===== src/rtl/pipe_stage_buf.sv =====
// ----------------------------------------------------------------------------
// pipe_stage_buf
//   Inter-stage pipeline buffer with a valid/ready handshake, an optional
//   2-entry skid buffer for stall back-pressure, and a synchronous flush that
//   turns held entries into bubbles. The stage payload is packed by the
//   instantiating stage into in_data.
//
// Parameters
//   DATA_W    payload width in bits
//   NOP_VALUE payload driven on out_data whenever out_valid=0
//   SKID      1: two entries (main + skid), registered in_ready
//             0: one entry, in_ready combinational from out_ready
//   CNT_W     width of the saturating stall-cycle counter
//
// Ports
//   clk        rising-edge clock
//   reset      asynchronous, active-low reset
//   in_valid   upstream presents a beat
//   in_ready   buffer can accept a beat this cycle
//   in_data    upstream payload
//   flush      kill every held entry at the next edge
//   out_valid  head entry valid toward downstream
//   out_ready  downstream accepts head this cycle
//   out_data   head payload, or NOP_VALUE when out_valid=0
//   occupancy  number of held entries
//   stall_cnt  cycles with out_valid=1 and out_ready=0, saturating
// ----------------------------------------------------------------------------
module pipe_stage_buf #(
    parameter int unsigned        DATA_W    = 133,
    parameter logic [DATA_W-1:0]  NOP_VALUE = '0,
    parameter int unsigned        SKID      = 1,
    parameter int unsigned        CNT_W     = 16
) (
    input  logic              clk,
    input  logic              reset,
    input  logic              in_valid,
    output logic              in_ready,
    input  logic [DATA_W-1:0] in_data,
    input  logic              flush,
    output logic              out_valid,
    input  logic              out_ready,
    output logic [DATA_W-1:0] out_data,
    output logic [1:0]        occupancy,
    output logic [CNT_W-1:0]  stall_cnt
);

    // State encoding equals the number of held entries.
    typedef enum logic [1:0] {
        StEmpty = 2'd0,
        StOne   = 2'd1,
        StTwo   = 2'd2
    } state_e;

    localparam logic [CNT_W-1:0] CNT_MAX = '1;
    localparam logic [CNT_W-1:0] CNT_ONE = {{(CNT_W-1){1'b0}}, 1'b1};

    state_e            r_state;
    logic [DATA_W-1:0] r_main;
    logic [DATA_W-1:0] r_skid;
    logic              r_in_ready;
    logic [CNT_W-1:0]  r_stall_cnt;

    logic w_push;
    logic w_pop;
    logic w_stall;

    assign out_valid = (r_state != StEmpty);
    assign out_data  = out_valid ? r_main : NOP_VALUE;
    assign occupancy = r_state;
    assign stall_cnt = r_stall_cnt;

    // Without the skid entry the only way to accept while full is to have
    // downstream drain the entry in the same cycle.
    assign in_ready = (SKID != 0) ? r_in_ready : ((r_state == StEmpty) || out_ready);

    assign w_push  = in_valid & in_ready;
    assign w_pop   = out_valid & out_ready;
    assign w_stall = out_valid & ~out_ready;

    always_ff @(posedge clk or negedge reset) begin
        if (!reset) begin
            r_state     <= StEmpty;
            r_main      <= NOP_VALUE;
            r_skid      <= NOP_VALUE;
            r_in_ready  <= 1'b1;
            r_stall_cnt <= '0;
        end else begin
            if (w_stall && !flush && (r_stall_cnt != CNT_MAX)) begin
                r_stall_cnt <= r_stall_cnt + CNT_ONE;
            end

            if (flush) begin
                // Any same-cycle push is dropped; a same-cycle pop has already
                // been taken by downstream.
                r_state    <= StEmpty;
                r_in_ready <= 1'b1;
            end else begin
                unique case (r_state)
                    StEmpty: begin
                        if (w_push) begin
                            r_main  <= in_data;
                            r_state <= StOne;
                        end
                    end
                    StOne: begin
                        if (w_push && w_pop) begin
                            r_main <= in_data;
                        end else if (w_push && (SKID != 0)) begin
                            r_skid     <= in_data;
                            r_state    <= StTwo;
                            r_in_ready <= 1'b0;
                        end else if (w_pop) begin
                            r_state <= StEmpty;
                        end
                    end
                    StTwo: begin
                        // Skid entry moves up behind the popped head: FIFO order.
                        if (w_pop) begin
                            r_main     <= r_skid;
                            r_state    <= StOne;
                            r_in_ready <= 1'b1;
                        end
                    end
                    default: begin
                        r_state    <= StEmpty;
                        r_in_ready <= 1'b1;
                    end
                endcase
            end
        end
    end

endmodule


===== config.mk =====
export PLATFORM = sky130hd
export DESIGN_NAME = pipe_stage_buf
export DESIGN_NICKNAME = d
export VERILOG_FILES = /design/src/rtl/pipe_stage_buf.sv
export SDC_FILE = /design/constraint.sdc
export NUM_CORES = 1
export LEC_CHECK = 0
export CAP_MARGIN = 20
export CORE_AREA = 2 2 259 159
export DETAILED_ROUTE_END_ITERATION = 12
export DIE_AREA = 0 0 261 161
export MAX_ROUTING_LAYER = met4
export PLACE_DENSITY = 0.69
export SLEW_MARGIN = 20
export SYNTH_ARGS = -nofsm -noshare
export SYNTH_HDL_FRONTEND = slang
export SYNTH_SLANG_ARGS = --single-unit

===== constraint.sdc =====
create_clock -name clk -period 5.06 [get_ports clk]
set_input_delay 0.506 -clock clk [delete_from_list [all_inputs] [get_ports clk]]
set_output_delay 0.506 -clock clk [all_outputs]
set_load 0.01 [all_outputs]

Word level (Yosys, flattened, before mapping)
Cells that the tools add are included.
{"block": "classes", "shifts": 0, "n_eq_ne": 12, "multipliers": 0, "div": 0, "reduce_logical": 11, "order_cmp": 0, "n_bitwise": 6, "addsub": 1, "n_mux": 17}
{"cell": "$mux W133", "count": 4}
{"cell": "$pmux W133 S3", "count": 1}
{"cell": "$add A16 B1 Y16 const B", "count": 1}
{"cell": "$ne A16 B16 Y1 const B", "count": 1}
{"cell": "$mux W2", "count": 6}
{"cell": "$ne A3 B3 Y1 const B", "count": 4}
{"cell": "$reduce_and A4 Y1", "count": 3}
{"cell": "$ne A2 B2 Y1 const B", "count": 4}
{"cell": "$pmux W2 S3", "count": 1}
{"cell": "$reduce_and A5 Y1", "count": 1}
{"cell": "$mux W1", "count": 4}
{"cell": "$ne A4 B4 Y1 const B", "count": 1}
{"cell": "$and A1 B1 Y1", "count": 3}
{"cell": "$logic_and A1 B1 Y1", "count": 3}
{"cell": "$not A1 Y1", "count": 3}
{"cell": "$pmux W1 S3", "count": 1}
{"cell": "$reduce_bool A3 Y1", "count": 1}
{"cell": "$eq A2 B1 Y1 const B", "count": 1}
{"cell": "$eq A2 B2 Y1 const B", "count": 1}
{"cell": "$logic_not A2 Y1", "count": 1}
{"cell": "$reduce_bool A2 Y1", "count": 1}
{"cell": "$logic_not A1 Y1", "count": 1}
{"block": "totals", "mem_bits_ro": 0, "wordCells": 52, "reg_bits": 285, "mem_count": 0, "ram_bits": 0, "latchBits": 0, "in_bits": 138}

Longest topological paths before layout
Gate-level depths: netlist of the first run.
{"block": "logic_depth", "word_depth": 7, "ltp_mapped": 7, "ltp_nobuf": 5}

Least setup slack after synthesis of the first run
OpenSTA, ideal clock, no wires.
{"block": "synth_timing", "kind": "register -> output", "startpoint": "reg r_state[1] (netlist: occupancy[1])", "endpoint": "out out_data[100]", "stages_incl_launch_ff": 7, "required_time_ps": 4554, "arrival_ps": 1429, "path_slack_ps": 3125, "cell_sequence": "dfrtp_1 > buf_6 > or2_1 > buf_4 > clkbuf_1 > clkbuf_1 > and2_1"}
{"block": "synth_via", "elab_chain_cells": 2}
{"item": "from (decl)", "line_no": "57", "rtl": "state_e r_state;"}
{"item": "from (signal assigned)", "line_no": "82", "rtl": "r_state <= StEmpty;"}
{"item": "from (signal assigned)", "line_no": "95", "rtl": "r_state <= StEmpty;"}
{"item": "from (signal assigned)", "line_no": "102", "rtl": "r_state <= StOne;"}
{"item": "$reduce_bool A2 Y1", "line_no": "67", "rtl": "assign out_valid = (r_state != StEmpty);"}
{"item": "$mux W133", "line_no": "68", "rtl": "assign out_data = out_valid ? r_main : NOP_VALUE;"}
{"item": "to (decl)", "line_no": "42", "rtl": "output logic [DATA_W-1:0] out_data,"}
Every way passes these cells.

Worst setup path in the final report of the first run
{"block": "layout_timing", "startpoint": "reg r_state[1] (netlist: occupancy[1])", "endpoint": "out out_data[59]"}
Same word-level chain as after synthesis.

==> flow_metrics.env, run 1 <==
export IMPL_cts_tree="done"
export IMPL_antenna_found_initial=5
export IMPL_syn_cell_area_mm2=0.01376
export IMPL_hold_slack_ps=479.6
export IMPL_root_buffer="clkbuf_16"
export IMPL_maxCapViolCount=0
export IMPL_cts_num_sinks=285
export IMPL_critPathMaxFanout=54
export IMPL_wl_met3_mm=1.819
export IMPL_numCtsBuffers=29
export IMPL_leakage_uw=0.007634
export IMPL_drcViolationCount=0
export IMPL_final_cell_mix="clkdlybuf4s50_1, dfrtp_1, mux2_2"
export IMPL_skew_ps=11.33
export IMPL_synth_fp_nets=1090
export IMPL_die_w_um=261
export IMPL_cts_resized=0
export IMPL_clkSlewWorstSetupHoldPaths_ps=60
export IMPL_fp_row_count=57
export IMPL_layout_commonest_cell="clkdlybuf4s50_1"
export IMPL_worstMarginPinSlew_ps=874.1
export IMPL_core_mm2=0.03980
export IMPL_vias=8331
export IMPL_start_kind="flip-flop"
export IMPL_async_reset_ff_frac=1.000
export IMPL_fmaxAchievable_ghz=0.2970
export IMPL_yosysSeqAreaShare=0.5186
export IMPL_ys_warn_count=0
export IMPL_dr_pass1_iters=4
export IMPL_cp_num_buf_inv=2
export IMPL_synth_edf_count=0
export IMPL_die_y_um=161
export IMPL_fin_ws_ps=1693
export IMPL_drtIter0Drc=327
export IMPL_fin_crit_sh=0.6655
export IMPL_finalHoldViolCount=0
export IMPL_wirelength_mm=31.73
export IMPL_synthDistinctLibCells=41
export IMPL_syn_inst=951
export IMPL_grt_overflow=0
export IMPL_rsz0062_at_grt="no"
export IMPL_fin_crit_ps=3367
export IMPL_h_tree_depth=1
export IMPL_ys_flop_type="dfrtp_1"
export IMPL_setup_tns_ps=0
export IMPL_critical_path_arrival_ps=2860
export IMPL_crit_path_end_kind="output pin"
export IMPL_status="complete, no violations"
export IMPL_critical_path_top_delay_family="buffers and inverters"
export IMPL_setup_worst_path_class="flip-flop to output pin"
export IMPL_wirelength_met1_mm=15.06
export IMPL_ir_drop_v=0.0002297
export IMPL_syn2layout_area_growth_pct=30.75
export IMPL_nets=1363
export IMPL_io_buffers=290
export IMPL_path_cells="or2_4 > buf_4 > and2_1 > clkdlybuf4s50_1"
export IMPL_post_place_ws_ps=2124
export IMPL_insertion_delay_ps=550
export IMPL_wl_per_cell_um=17.84
export IMPL_slew_viol_final=0
export IMPL_ys_ff_latch=285
export IMPL_fin_util=0.4520
export IMPL_hold_path_class="flip-flop to flip-flop"
export IMPL_place_congestion=0.7437
export IMPL_clk_path_buf_depth=3
export IMPL_seqCellArea_mm2=0.007133
export IMPL_wl_met2_mm=14.19
export IMPL_drive_gt1_frac=0.3183
export IMPL_dp_hpwl_mm=20.56
export IMPL_multi_input_area_mm2=0.006215
export IMPL_grt_pass1_vias=8789
export IMPL_pin_count=291
export IMPL_grt_usage=0.1542
export IMPL_grt_max_degree=132
export IMPL_worstPathRequired_ps=4550
export IMPL_finalSetupViolations=0
export IMPL_avgSynthCellArea_um2=14.46
export IMPL_ant_nets=0
export IMPL_slew_headroom=0.4173
export IMPL_rrSetupSlack_ps=2410
export IMPL_grt_pass1_wl_mm=50.03
export IMPL_die_area_mm2=0.04202
export IMPL_fill_cells=3550
export IMPL_powerDensity_mw_per_mm2=385.1
export IMPL_initial_core_util=0.3457
export IMPL_slowest_stage="dfrtp_1"
export IMPL_via_per_inst=4.686
export IMPL_crit_path_max_incr_delay_ps=570
export IMPL_top_layer_used="met4"
-- cell type report --
| type | instances | share of cell area |
|---|---|---|
| sequential | 285 | 0.3966 |
| multi-input combinational | 604 | 0.3455 |
| timing repair buffer | 304 | 0.1704 |
| clock buffer | 40 | 0.04431 |
| tap | 531 | 0.03694 |
| clock inverter | 8 | 0.005357 |
| antenna | 6 | 0.0008348 |
-- path summary, 6_finish.rpt --
check | end | start | depth (start not counted)
max in group asynchronous | r_main[40]$_DFFE_PN0P_ | reset | 3
hold reg to reg | r_skid[90]$_DFFE_PN0P_ | r_skid[90]$_DFFE_PN0P_ | 1
min in group asynchronous | r_skid[107]$_DFFE_PN0P_ | reset | 2
setup / recovery | out_data[59] | occupancy[1]$_DFFE_PN0P_ | 4
setup reg to reg | r_main[10]$_DFFE_PN0P_ | occupancy[1]$_DFFE_PN0P_ | 5
hold / removal | r_skid[90]$_DFFE_PN0P_ | r_skid[90]$_DFFE_PN0P_ | 1
-- metal layers --
metal / vias up / GRT usage
met5: - / -
met3: 46 / 0.03829
li1: 3865 / -
met1: 4260 / 0.2124
met4: 0 / 0.04210
met2: 160 / 0.2263
-- logic make-up after synthesis --
family                     after synthesis  synth area share
muxes                                  401            0.3522
DFF                                    285            0.5186
and+or+nand+nor                        180           0.08286
buffers and inverters                   62           0.03138
xor gates and xnor gates                15          0.009551
AOI/OAI and AO/OA                        7          0.004549
adders and majority gates                1         0.0009094
-- power by group --
group | internal (uW) | switching [uW]
clock | 1190 | 895
sequential | 2930 | 338
combinational | 1020 | 551
-- state kept, by name, indices dropped and copies added, names as in the netlist --
| register | flops |
|---|---|
| in_ready | 1 |
| stall_cnt | 16 |
| r_main | 133 |
| r_skid | 133 |
| occupancy | 2 |
-- worst register-to-register path, cell delays in order (launching register included) --
cell and delay, ps:
dfrtp_1 570, nor2b_4 250, buf_4 450, buf_4 570, mux2_2 400, mux2_1 280
-- cells in the mapped netlist (all sizes together), types with 2 or more instances --
cell / n / share of area
xor2: 15 / 0.0096
nor4: 5 / 0.0043
and3: 2 / 0.00091
nor2b: 2 / 0.0016
nor2: 4 / 0.0011
and2: 133 / 0.060
nand3: 4 / 0.0015
buf: 48 / 0.028
nor3b: 2 / 0.0011
clkbuf: 14 / 0.0038
nand2: 11 / 0.0032
nor3: 8 / 0.0033
mux2: 400 / 0.35
nand4: 3 / 0.0014
o21bai: 2 / 0.0019
dfrtp: 284 / 0.52
-- timing repair --
action                                 4_1_cts  5_1_grt
buffers inserted                             0        0
endpoints found under the hold margin       10        0
hold buffers                                 1        0
-- through the flow --
| step | cells | instance area (um2) | total power [uW] |
|---|---|---|---|
| floorplan | 951 | 13760 | 4158 |
| global placement | 1723 | 17070 | 4812 |
| detailed placement | 1723 | 17070 | 4900 |
| CTS | 1772 | 17970 | 7044 |
| global route | 1777 | 17980 | 7335 |
| finish | 1778 | 17990 | 6927 |
Note: power is estimated with default switching activity, not from simulation.
==> inputs of run 2 (changes only) <==
clock period = 3.3 ns   (was 5.06 ns; I/O delays follow)
==> run 2 against run 1 <==
  * The flow now stops in detailed routing (5_2_route)
  * Synthesized cell count unchanged
  * Area after synthesis is the same
  * Global-route usage up 0.15 points
==> flow_metrics.env, run 2 <==
export IMPL_die_y_um=161
export IMPL_ys_ff_latch=285
export IMPL_dp_hpwl_mm=20.91
export IMPL_synth_top_area_share=0.5166
export IMPL_async_reset_ff_frac=1.000
export IMPL_status="did not finish"
export IMPL_placed_area_mm2=0.01718
export IMPL_die_w_um=261
export IMPL_synthAdderAreaFrac=0.0009096
export IMPL_synth_top_family_by_area="multiplexers"
export IMPL_grt_usage=0.1557
export IMPL_post_place_ws_ps=739.8
export IMPL_ys_warn_count=0
export IMPL_synthDistinctLibCells=41
export IMPL_synth_compound_area_frac=0.004548
export IMPL_ctsHoldBuffers=1
export IMPL_root_buffer="clkbuf_16"
export IMPL_fp_row_count=57
export IMPL_avgSynthCellArea_um2=14.46
export IMPL_grt_pass1_vias=8701
export IMPL_yosys_area_top_type="dfrtp_1"
export IMPL_yosysMostFrequentCell="dfrtp_1"
export IMPL_grt_max_degree=106
export IMPL_initial_core_util=0.3457
export IMPL_synth_edf_count=0
export IMPL_antenna_found_initial=3
export IMPL_synth_xor_xnor_area_share=0.009551
export IMPL_cts_num_sinks=285
export IMPL_grt_overflow=0
export IMPL_error="[ERROR DRT-0255] Maze Route cannot find path of net clk in worker of routeBox ( 241500 0 ) ( 261000 48300 )."
export IMPL_grt_pass1_wl_mm=50.49
export IMPL_h_tree_depth=1
export IMPL_io_buffers=290
export IMPL_synth_simple_gate_area_frac=0.08286
export IMPL_numCtsBuffers=29
export IMPL_cts_resized=0
export IMPL_ys_flop_type="dfrtp_1"
export IMPL_postCtsSetupBuffers=0
export IMPL_yosysSeqAreaShare=0.5186
export IMPL_syn_cell_area_mm2=0.01376
export IMPL_synth_common_cells="dfrtp_1, mux2_2, and2_1"
export IMPL_syn_inst=951
export IMPL_pin_count=291
export IMPL_netlist_top_cells_area="dfrtp_1, mux2_2, mux2_4"
export IMPL_synth_mux_area_frac=0.3522
export IMPL_place_congestion=0.7687
export IMPL_clk_path_buf_depth=3
export IMPL_haltStage="detailed routing (5_2_route)"
export IMPL_synth_fp_nets=1090
==> run 2: cell families after synthesis <==
logic type,after synthesis
DFF,285
buffers and inverters,62
xor gates and xnor gates,15
adders and majority gates,1
AOI/OAI and AO/OA,7
and+or+nand+nor,180
muxes,401
==> run 2: routing by layer <==
layer / track usage
met1: 0.2160
met2: 0.2344
met3: 0.03892
met4: 0.02531
met5: -
==> run 2: stage by stage <==
| step | cells | utilization |
|---|---|---|
| 2_1_floorplan | 951 | - |
| 3_3_place_gp | 1728 | 0.4317 |
| 3_5_place_dp | 1728 | 0.4317 |
| 4_1_cts | 1774 | 0.4534 |
| 5_1_grt | 1776 | 0.4538 |
==> inputs of run 3 (changes only) <==
CORE_AREA = 2 2 266 268   (was 2 2 259 159)
DIE_AREA = 0 0 268 270   (was 0 0 261 161)
MAX_ROUTING_LAYER = not set   (was met4)
PLACE_DENSITY = not set   (was 0.69)
PLACE_DENSITY_LB_ADDON = 0.15   (was not set)
==> run 3 against run 2 <==
  * The flow now finishes without violations
  * Global-route usage is 4.8 points lower
==> flow_metrics.env, run 3 (synthesis results as in run 1) <==
export IMPL_finalHoldViolCount=0
export IMPL_io_buffers=290
export IMPL_reg2reg_to="stall_cnt[1]$_DFFE_PN0P_"
export IMPL_setup_tns_ps=0
export IMPL_start_kind="flip-flop"
export IMPL_slew_viol_final=0
export IMPL_crit_path_end_kind="output pin"
export IMPL_seqPwrFrac=0.421
export IMPL_drive_gt1_frac=0.3336
export IMPL_fill_cells=7178
export IMPL_postCtsSetupBuffers=0
export IMPL_fin_crit_ps=2997
export IMPL_grt_pass1_vias=9243
export IMPL_worstMarginPinSlew_ps=749.7
export IMPL_h_tree_depth=2
export IMPL_die_w_um=268
export IMPL_core_mm2=0.06954
export IMPL_clkSlewWorstSetupHoldPaths_ps=50
export IMPL_place_congestion=0.6936
export IMPL_pin_count=291
export IMPL_startpoint="occupancy[1]$_DFFE_PN0P_"
export IMPL_rrSetupSlack_ps=960
export IMPL_critical_path_arrival_ps=2670
export IMPL_grt_busiest_layer="met2"
export IMPL_setup_worst_path_class="flip-flop to output pin"
export IMPL_syn2layout_area_growth_pct=38.74
export IMPL_die_y_um=270
export IMPL_wirelength_mm=38.64
export IMPL_antenna_found_initial=4
export IMPL_nets=1382
export IMPL_fin_crit_sh=0.9082
export IMPL_die_area_mm2=0.07236
export IMPL_leakage_uw=0.007948
export IMPL_use_met1=0.1292
export IMPL_initial_core_util=0.1978
export IMPL_grtUsageMet2=0.1869
export IMPL_grt_overflow=0
export IMPL_instances_no_fill=2212
export IMPL_root_buffer="clkbuf_16"
export IMPL_worstPathRequired_ps=2970
export IMPL_internal_power_uw=8811
export IMPL_rsz0062_at_grt="no"
export IMPL_fmaxAchievable_ghz=0.3337
export IMPL_grt_usage=0.1074
export IMPL_fp_row_count=97
export IMPL_numCtsBuffers=39
export IMPL_drtIter0Drc=257
export IMPL_hold_path_class="input port to asynchronous set/reset pin"
export IMPL_gr_usage_met3=0.02571
export IMPL_wl_per_cell_um=17.47
export IMPL_dp_hpwl_mm=24.94
export IMPL_cts_num_sinks=285
export IMPL_pwr_share_comb=0.209
export IMPL_grt_pass1_wl_mm=59.57
export IMPL_layout_commonest_cell="clkdlybuf4s50_1"
export IMPL_slew_headroom=0.4981
export IMPL_dpl_cell_count=2141
export IMPL_insertion_delay_ps=540
export IMPL_cts_resized=0
export IMPL_finalSetupViolations=0
export IMPL_skew_ps=12.38
export IMPL_clk_path_buf_depth=3
export IMPL_via_per_inst=3.814
export IMPL_reg2reg_from="occupancy[1]$_DFFE_PN0P_"
export IMPL_ir_drop_v=0.0002827
export IMPL_power_switching_uw=2998
export IMPL_cts_tree="done"
export IMPL_ctsHoldBuffers=1
export IMPL_grt_max_degree=75
export IMPL_dr_pass1_iters=4
export IMPL_powerDensity_mw_per_mm2=618.8
export IMPL_ant_nets=0
export IMPL_critPathMaxFanout=57
export IMPL_drcViolationCount=0
export IMPL_p_sw_frac=0.2539
export IMPL_p_clk_frac=0.369
export IMPL_maxCapViolCount=0
export IMPL_reg2reg_depth=5
export IMPL_status="complete, no violations"
export IMPL_crit_end="out_data[46]"
export IMPL_final_cell_mix="clkdlybuf4s50_1, dfrtp_1, mux2_2"
export IMPL_vias=8436
## run 3: how the worst min path moves through the flow
stage          cells past startpoint  start                  endpoint  slack (ps)
2_1_floorplan                      0  reset  occupancy[0]$_DFFE_PN0P_          30
3_3_place_gp                       1  reset    r_skid[26]$_DFFE_PN0P_         330
3_5_place_dp                       1  reset    r_main[26]$_DFFE_PN0P_         330
4_1_cts                            2  reset    r_skid[23]$_DFFE_PN0P_         310
5_1_grt                            2  reset    r_main[26]$_DFFE_PN0P_         360
6_report                           2  reset    r_main[26]$_DFFE_PN0P_         340
## run 3: worst max-delay path, cell delays in order (launching register included)
cell	delay, ps
dfrtp_1	550
or2_4	460
buf_12	290
and2_1	230
clkdlybuf4s50_1	560
## run 3: per-layer routing
metal / vias up / wire length [um]
met5: - / 24
met4: 4 / 874
met3: 62 / 1837
met2: 157 / 19830
met1: 4296 / 16080
li1: 3917 / -
## run 3: final cells by class
type | instances | area, um2 | area share
flip-flops and latches | 285 | 7133 | 0.3738
multi-input cells | 604 | 6223 | 0.3261
repair buffers | 313 | 3233 | 0.1694
well taps | 940 | 1176 | 0.06163
clock buffers | 57 | 1156 | 0.06058
clock inverters | 12 | 160.2 | 0.008392
diodes | 1 | 2.502 | 0.0001311
## run 3: power by group through the flow
stage	Clock, uW	Sequential (uW)	Combinational (uW)
3_3_place_gp	0	5010	2490
5_1_grt	4720	5120	2700
4_1_cts	4600	4990	2550
3_5_place_dp	0	5040	2530
2_1_floorplan	0	4880	1500
6_report	4360	4980	2470
## run 3: through the flow
| stage | hold WS (ps) | setup WS [ps] | util | instance area [um2] | power (uW) |
|---|---|---|---|---|---|
| after floorplan | 34.41 | 1428 | - | 13760 | 6376 |
| after global placement | 331.0 | 667.0 | 0.2552 | 17750 | 7499 |
| after detailed placement | 330.4 | 625.6 | 0.2553 | 17760 | 7574 |
| after CTS | 313.5 | 160.6 | 0.2744 | 19080 | 12130 |
| after global routing | 361.9 | 85.05 | 0.2744 | 19080 | 12540 |
| final | 344.9 | 302.9 | 0.2744 | 19080 | 11810 |
==> inputs of run 4 (changes only) <==
SLEW_MARGIN = 40   (was 20)
==> results of run 4 <==
The final DEF is identical to that of run 3; final timing and power are the same.
==> edit: new RTL, settings of run 1 <==
Register the output `stall_cnt` once more; this adds one clock of latency there. The other outputs are not delayed to match. Comments in the files are not updated.
--- a/src/rtl/pipe_stage_buf.sv
+++ b/src/rtl/pipe_stage_buf.sv
@@ -67,7 +67,9 @@
     assign out_valid = (r_state != StEmpty);
     assign out_data  = out_valid ? r_main : NOP_VALUE;
     assign occupancy = r_state;
-    assign stall_cnt = r_stall_cnt;
+    always_ff @(posedge clk) begin
+        stall_cnt <= r_stall_cnt;
+    end
 
     // Without the skid entry the only way to accept while full is to have
     // downstream drain the entry in the same cycle.
Formal check against the unedited RTL: not equivalent (Yosys sat finds a counterexample within 4 cycles, from zero or initial values and one cycle with reset low).
==> edit against run 1 <==
Total power up 3.7%. Routed wire length increased by 3.4%. Sequential cell count increased by 16. Setup slack got worse by 0.19 ns. Synthesized area increased by 3.1%. Cell area up 2.8%. Non-clock buffer count unchanged. Synthesized cell count increased by 1.7%. Clock power increased by 3%. Largest power group unchanged.
==> edit: results <==
metrics = {
    "sta": {
        "relSlewSlack_pct": 35.7,
        "setup_viol": 0,
        "skew_ns": 0.0120,
    },
    "pwr": {
        "power.leakage_uw": 0.00795,
        "peakVddDrop_mv": 0.279,
    },
    "synthesis": {
        "synth_nets": 1106,
        "yosysTopAreaCellShare_pct": 50.1,
        "async_flop_share_pct": 94.7,
        "ys_seq_area_share_pct": 52.5,
        "yosys-top-cells-area": "dfrtp_1 (50%), mux2_2 (17%), mux2_4 (12%)",
        "synth_cell_types": 42,
        "synthTopCellsByCount": "dfrtp_1 (284), mux2_2 (210), and2_1 (133), mux2_4 (118), mux2_1 (72)",
        "yosysWarnings": 0,
        "synth.avg_cell_area_um2": 14.7,
    },
    "clock_tree": {
        "path_clk_slew_ns": 0.07,
        "cts_made_buffers": 30,
        "clockRootBuffer": "clkbuf_16",
        "cts_setup_buffers": 0,
        "htree_num_levels": 1,
        "cts_buffer_depth": 3,
        "insertion_delay_ns": 0.56,
    },
    "run_status": {
        "status": "completed",
    },
    "final_layout": {
        "layout-drive-gt1-share_pct": 31.9,
        "nNetsFinal": 1380,
        "largestRegisters": "r_main (133), r_skid (133)",
        "fill_cells": 3555,
    },
    "min_path": {
        "hp-class": "reg2reg",
    },
    "place": {
        "gp_congestion": 0.757,
        "portBuffers": 290,
        "place_hpwl_mm": 21.6,
    },
    "detailed_routing": {
        "first_pass_iters": 4,
        "first_iter_violations": 289,
        "wl_per_cell_um": 18.3,
        "dr_total_vias": 8423,
    },
    "grt": {
        "use_met1_pct": 22.6,
        "use_met3_pct": 3.19,
        "grtUsageMet2_pct": 24.5,
        "antenna_found_initial": 1,
        "grt_max_degree": 143,
        "grt_pass1_wl_mm": 51.9,
        "grt_pass1_vias": 8918,
        "track_usage_pct": 16.1,
    },
    "setup_path": {
        "cp_max_fo": 59,
        "arrival_ns": 3.05,
    },
}
-- edit: changes by cell type after synthesis --
cell,run 1,this run
mux2_4,88,118
mux2_2,240,210
dfxtp_1,0,16
-- edit: path summary, 6_finish.rpt --
kind,depth (start not counted),slack (ns),endpoint,start
min reg2reg,0,0.42,stall_cnt[1],r_stall_cnt[1]
min,0,0.42,stall_cnt[1],r_stall_cnt[1]
max reg2reg,5,2.42,r_main[9],occupancy[0]
min in group asynchronous,2,0.54,r_main[82],reset
max,4,1.50,out_data[68],occupancy[1]
max in group asynchronous,3,3.26,r_stall_cnt[1],reset
-- edit: cell families after synthesis --
kind of cell / count (synthesis) / synth area share, %
DFF: 301 / 52.5
xor gates and xnor gates: 15 / 0.926
and+or+nand+nor: 180 / 8.03
muxes: 401 / 34.9
AOI/OAI and AO/OA: 7 / 0.441
buffers and inverters: 62 / 3.04
adders and majority gates: 1 / 0.0882
-- edit: layout make-up --
cell class / count / area [um^2] / area share (%)
Clock inverter: 9 / 47.5 / 0.257
Timing Repair Buffer: 304 / 3100 / 16.8
Clock buffer: 44 / 895 / 4.84
Antenna cell: 1 / 2.50 / 0.0135
Multi-Input combinational cell: 604 / 6330 / 34.2
Sequential cell: 301 / 7450 / 40.3
Tap cell: 531 / 664 / 3.59
-- edit: metrics by stage --
stage / utilization (%) / setup slack, ns / cell area, um^2 / cells
final: 46.5 / 1.50 / 18500 / 1794
after detailed placement: 44.1 / 1.92 / 17500 / 1739
after CTS: 46.5 / 1.44 / 18500 / 1793
after global routing: 46.5 / 1.29 / 18500 / 1794
after global placement: 44.1 / 2.02 / 17500 / 1739
after floorplan: - / 3.13 / 14200 / 967
-- edit: power by group --
| group | internal, uW | leakage (uW) | switching [uW] |
|---|---|---|---|
| combinational | 1060 | 0.00389 | 566 |
| clock | 1210 | 0.000471 | 940 |
| sequential | 3070 | 0.00359 | 333 |
-- edit: repair_timing --
item                      CTS  global route
hold buffers                1             0
hold endpoints to repair   28             0
gates resized for setup     0             0
-- edit: critical path: stages, from the launching register on --
cell             delay (ns)
dfrtp_1                0.56
or2_4                  0.60
buf_4                  0.50
and2_1                 0.24
clkdlybuf4s50_1        0.54
-- edit: layer usage --
metal,vias up,routed length (um)
met5,-,0
met4,0,531
met3,34,1450
met2,150,14800
met1,4327,16000
li1,3912,-
